[config.mk]
export PLATFORM = sky130hd
export DESIGN_NAME = ysyx_24100005_cpu_ctrl
export DESIGN_NICKNAME = d
export VERILOG_FILES = /design/src/rtl/ysyx_24100005_ctrl_pkg.sv /design/src/rtl/ysyx_24100005_fetch_wdt.sv /design/src/rtl/ysyx_24100005_cpu_ctrl.sv
export SDC_FILE = /design/constraint.sdc
export NUM_CORES = 1
export LEC_CHECK = 0
export CAP_MARGIN = 0
export CELL_PAD_IN_SITES_DETAIL_PLACEMENT = 0
export CELL_PAD_IN_SITES_GLOBAL_PLACEMENT = 1
export CORE_ASPECT_RATIO = 2
export CORE_MARGIN = 5
export CORE_UTILIZATION = 24
export DETAILED_ROUTE_END_ITERATION = 7
export PLACE_DENSITY_LB_ADDON = 0.1
export SYNTH_ARGS = -nofsm -noshare
export SYNTH_HDL_FRONTEND = slang
export SYNTH_SLANG_ARGS = --single-unit
[constraint.sdc]
create_clock -name clk -period 2.6 [get_ports clk]
set_input_delay 0.52 -clock clk [delete_from_list [all_inputs] [get_ports clk]]
set_output_delay 0.52 -clock clk [all_outputs]
set_load 0.005 [all_outputs]
[src/rtl/ysyx_24100005_ctrl_pkg.sv]
// rtl/ysyx_24100005_ctrl_pkg.sv - shared state encoding and constants for the core sequencer
package ysyx_24100005_ctrl_pkg;

  typedef enum logic [2:0] {
    IDLE      = 3'd0,
    FETCH     = 3'd1,
    WAIT_INST = 3'd2,
    EXEC      = 3'd3,
    WB        = 3'd4,
    HALT      = 3'd5,
    ERR       = 3'd6
  } ctrl_state_e;

  localparam logic [6:0] OPC_SYSTEM      = 7'b1110011;
  localparam int         DEFAULT_TIMEOUT = 16;

endpackage

[src/rtl/ysyx_24100005_fetch_wdt.sv]
// rtl/ysyx_24100005_fetch_wdt.sv - fetch wait watchdog; expired flags the last permitted wait cycle
import ysyx_24100005_ctrl_pkg::*;

module ysyx_24100005_fetch_wdt #(
  parameter int TIMEOUT = DEFAULT_TIMEOUT,
  parameter int CNT_W   = 5
) (
  input  logic clk,
  input  logic rst,
  input  logic clear,
  input  logic enable,
  output logic expired
);

  logic [CNT_W-1:0] cnt;

  always_ff @(posedge clk or posedge rst) begin
    if (rst) begin
      cnt <= '0;
    end else if (clear) begin
      cnt <= '0;
    end else if (enable) begin
      cnt <= cnt + 1'b1;
    end
  end

  assign expired = (cnt == CNT_W'(TIMEOUT - 1));

endmodule

[src/rtl/ysyx_24100005_cpu_ctrl.sv]
// rtl/ysyx_24100005_cpu_ctrl.sv - fetch/exec/writeback sequencer with IR and write-enable gating
// Optional perf counters: define YSYX_24100005_PERF_CNT_EN to build mcycle/minstret.
import ysyx_24100005_ctrl_pkg::*;

module ysyx_24100005_cpu_ctrl #(
  parameter int TIMEOUT = DEFAULT_TIMEOUT,
  parameter int CNT_W   = 5
) (
  input  logic        clk,
  input  logic        rst,
  output logic        imem_req,
  input  logic        imem_rvalid,
  input  logic [31:0] imem_rdata,
  output logic [31:0] inst,
  output logic        pc_wen,
  input  logic        rf_wen_req,
  output logic        rf_wen,
  input  logic        is_ebreak,
  output logic        retire,
  output logic        halted,
  output logic        err,
  output logic [63:0] mcycle,
  output logic [63:0] minstret
);

  ctrl_state_e state, next_state;
  logic        ir_load;
  logic        wdt_clear;
  logic        wdt_en;
  logic        wdt_expired;

  ysyx_24100005_fetch_wdt #(
    .TIMEOUT (TIMEOUT),
    .CNT_W   (CNT_W)
  ) u_wdt (
    .clk     (clk),
    .rst     (rst),
    .clear   (wdt_clear),
    .enable  (wdt_en),
    .expired (wdt_expired)
  );

  always_ff @(posedge clk or posedge rst) begin
    if (rst) begin
      state <= IDLE;
      inst  <= 32'h0;
    end else begin
      state <= next_state;
      if (ir_load) inst <= imem_rdata;
    end
  end

  always_comb begin
    next_state = state;
    imem_req   = 1'b0;
    pc_wen     = 1'b0;
    rf_wen     = 1'b0;
    retire     = 1'b0;
    ir_load    = 1'b0;
    wdt_clear  = 1'b0;
    wdt_en     = 1'b0;
    case (state)
      IDLE: next_state = FETCH;
      FETCH: begin
        imem_req = 1'b1;
        if (imem_rvalid) begin
          ir_load    = 1'b1;
          next_state = EXEC;
        end else begin
          wdt_clear  = 1'b1;
          next_state = WAIT_INST;
        end
      end
      WAIT_INST: begin
        if (imem_rvalid) begin
          ir_load    = 1'b1;
          wdt_clear  = 1'b1;
          next_state = EXEC;
        end else if (wdt_expired) begin
          next_state = ERR;
        end else begin
          wdt_en = 1'b1;
        end
      end
      // decode/adder settle; ebreak leaves without writeback so it never retires
      EXEC: next_state = is_ebreak ? HALT : WB;
      WB: begin
        pc_wen     = 1'b1;
        rf_wen     = rf_wen_req;
        retire     = 1'b1;
        next_state = FETCH;
      end
      HALT:    next_state = HALT;
      ERR:     next_state = ERR;
      default: next_state = IDLE;
    endcase
  end

  assign halted = (state == HALT);
  assign err    = (state == ERR);

`ifdef YSYX_24100005_PERF_CNT_EN
  logic [63:0] mcycle_q;
  logic [63:0] minstret_q;

  always_ff @(posedge clk or posedge rst) begin
    if (rst) begin
      mcycle_q   <= 64'h0;
      minstret_q <= 64'h0;
    end else begin
      mcycle_q <= mcycle_q + 64'd1;
      if (retire) minstret_q <= minstret_q + 64'd1;
    end
  end

  assign mcycle   = mcycle_q;
  assign minstret = minstret_q;
`else
  assign mcycle   = 64'h0;
  assign minstret = 64'h0;
`endif

endmodule

==> results.sh <==
export IMPL_synth_avg_cell_area_um2=10.5
export IMPL_first_pass_iters=3
export IMPL_worstHoldStart="inst[9]"
export IMPL_layout_drive_gt1_share=0.131
export IMPL_fin_nets=367
export IMPL_postCtsResizedCells=0
export IMPL_fmax_mhz=440
export IMPL_cp_start_kind="register"
export IMPL_clockRootBuffer="clkbuf_16"
export IMPL_final_area_um2=3250
export IMPL_end_kind="output port"
export IMPL_layout_commonest_cell="conb_1"
export IMPL_synth_seq_cells=40
export IMPL_hold_viol_final=0
export IMPL_clock_latency_ns=0.28
export IMPL_grt_pass1_vias=1569
export IMPL_numCtsBuffers=5
export IMPL_crit_required_ns=2.08
export IMPL_gp_congestion=0.642
export IMPL_grt_total_usage=0.0792
export IMPL_wl_um=5720
export IMPL_cp_arrival_ns=1.76
export IMPL_area_growth_pct=22.9
export IMPL_clock_skew_ns=0.00318
export IMPL_clk_pin_slew_ns=0.06
export IMPL_powerDensity_nw_per_um2=480
export IMPL_tritoncts="done"
export IMPL_fillers=1153
export IMPL_fin_crit_ns=2.28
export IMPL_cts_buffer_depth=2
export IMPL_vias_per_cell=3.37
export IMPL_fin_setup_tns_ns=0
export IMPL_drtIter0Drc=35
export IMPL_antenna_found_initial=0
export IMPL_ys_warnings_count=0
export IMPL_worstMarginPinSlew_ns=0.539
export IMPL_io_pin_count=203
export IMPL_grt_setup_unrepaired="false"
export IMPL_synthCells=252
export IMPL_fin_crit_sh=0.875
export IMPL_slew_headroom=0.641
export IMPL_fp_dieW_um=84.2
export IMPL_post_cts_buffers=0
export IMPL_grt_pass1_wl_um=8200
export IMPL_start_util=0.243
export IMPL_cp_max_fo=10
export IMPL_reg2regPathDepth=5
export IMPL_ys_seq_area_frac=0.379
export IMPL_dp_hpwl_um=4620
export IMPL_h_tree_depth=2
export IMPL_max_vdd_ir_drop_mv=0.279
export IMPL_crit_type="reg -> out"
export IMPL_drv_slew=0
export IMPL_crit_start="state[0]"
export IMPL_die_area_um2=13300
export IMPL_r2r_start="u_wdt.cnt[0]"
export IMPL_wl_per_cell_um=12.2
export IMPL_rows=54
export IMPL_die_h_um=158
export IMPL_antenna_left=0
export IMPL_status="finished, final reports clean"
export IMPL_ys_types=30
export IMPL_holdPathStages=1
export IMPL_setup_viol=0
export IMPL_max_cap_viol_count=0
export IMPL_final_cell_mix="conb_1 (128), clkdlybuf4s50_1 (74), dfrtp_1 (40)"
export IMPL_dpl_cell_area_um2=3080
export IMPL_drcViolationCount=0
export IMPL_synth_area_um2=2640
export IMPL_cts_hold_buffers=0
export IMPL_leakage_nw=1.56
export IMPL_coreArea_um2=10900
export IMPL_grt_max_degree=41
export IMPL_gr_total_overflow=0
export IMPL_p_total_mw=1.56
export IMPL_hp_class="reg -> reg"
export IMPL_vias=1579
export IMPL_port_buffers=74
export IMPL_clkSinkCount=40
export IMPL_antenna_cells=0
==> cells by family after synthesis <==
| family | Yosys count | synth area share |
|---|---|---|
| fa+ha+maj | 2 | 0.00948 |
| buf+inv | 140 | 0.388 |
| compound gates | 17 | 0.0379 |
| other cells | 1 | 0.00142 |
| flops | 40 | 0.379 |
| mux | 33 | 0.140 |
| simple gates | 19 | 0.0441 |
==> layer usage <==
metal  GRT usage  vias to the layer above  wire length [um]
met1      0.0778                      735              1890
met2       0.151                      117              3150
met4      0.0460                        0               137
li1            -                      720                 -
met5           0                        -                 0
met3      0.0166                        7               535
==> stage by stage <==
| stage | utilization | hold WS, ns | setup WS (ns) | instances |
|---|---|---|---|---|
| 2_1_floorplan | - | 0.483 | 0.805 | 379 |
| 3_3_place_gp | 0.283 | 0.468 | 0.362 | 461 |
| 3_5_place_dp | 0.283 | 0.475 | 0.343 | 461 |
| 4_1_cts | 0.298 | 0.490 | 0.288 | 469 |
| 5_1_grt | 0.298 | 0.512 | 0.219 | 469 |
| 6_report | 0.298 | 0.483 | 0.325 | 469 |
==> registers in the layout, summed over array words and instances (netlist names) <==
register   flops
inst          32
u_wdt.cnt      5
state          3
==> worst max-delay path, cell delays in order (launching register included) <==
cell             delay [ns]
dfrtp_1                0.48
or2b_1                 0.34
nor2_1                 0.14
clkdlybuf4s50_1        0.52
==> report_power, final <==
part / total [mW] / switching (mW) / leakage [nW] / internal, mW
combinational: 0.197 / 0.0890 / 0.963 / 0.108
sequential: 0.660 / 0.0113 / 0.513 / 0.649
clock: 0.702 / 0.251 / 0.0798 / 0.451
total: 1.56 / 0.352 / 1.56 / 1.21
==> path summary, 6_finish.rpt <==
path	end	slack (ns)
max in group asynchronous	inst[6]	1.55
min reg2reg	inst[9]	0.48
min in group asynchronous	inst[26]	0.68
min	inst[9]	0.48
max	imem_req	0.32
max reg2reg	u_wdt.cnt[3]	0.72
==> area by class of cell <==
type | count | area (um2) | area share
clock buffers | 5 | 125 | 0.0386
multi-input cells | 199 | 1100 | 0.340
clock inverters | 3 | 42.5 | 0.0131
inverters | 4 | 15.0 | 0.00463
repair buffers | 78 | 783 | 0.241
flip-flops and latches | 40 | 1000 | 0.308
well taps | 140 | 175 | 0.0540
==> cells in the mapped netlist <==
library cell | count | area share
and2_1 | 1 | 0.0024
mux2i_1 | 1 | 0.0038
clkbuf_1 | 1 | 0.0014
ha_1 | 2 | 0.0095
or4b_1 | 1 | 0.0038
or3_1 | 2 | 0.0047
nand3_1 | 2 | 0.0038
o21ai_0 | 7 | 0.013
and3_1 | 1 | 0.0024
inv_1 | 4 | 0.0057
nor3b_1 | 1 | 0.0028
nor2b_1 | 1 | 0.0024
conb_1 | 1 | 0.0014
o2bb2ai_1 | 1 | 0.0033
nand2b_1 | 2 | 0.0047
a22oi_1 | 1 | 0.0028
nor3_1 | 1 | 0.0019
buf_2 | 5 | 0.0095
or2b_1 | 1 | 0.0028
o22ai_1 | 1 | 0.0024
mux2_2 | 29 | 0.12
nor2_1 | 3 | 0.0043
mux2_1 | 3 | 0.013
or4_1 | 2 | 0.0057
buf_4 | 129 | 0.37
or2_2 | 1 | 0.0024
o31ai_1 | 3 | 0.0085
a21oi_1 | 4 | 0.0076
dfrtp_1 | 40 | 0.38
buf_6 | 1 | 0.0043
(Power assumes the default switching activity.)
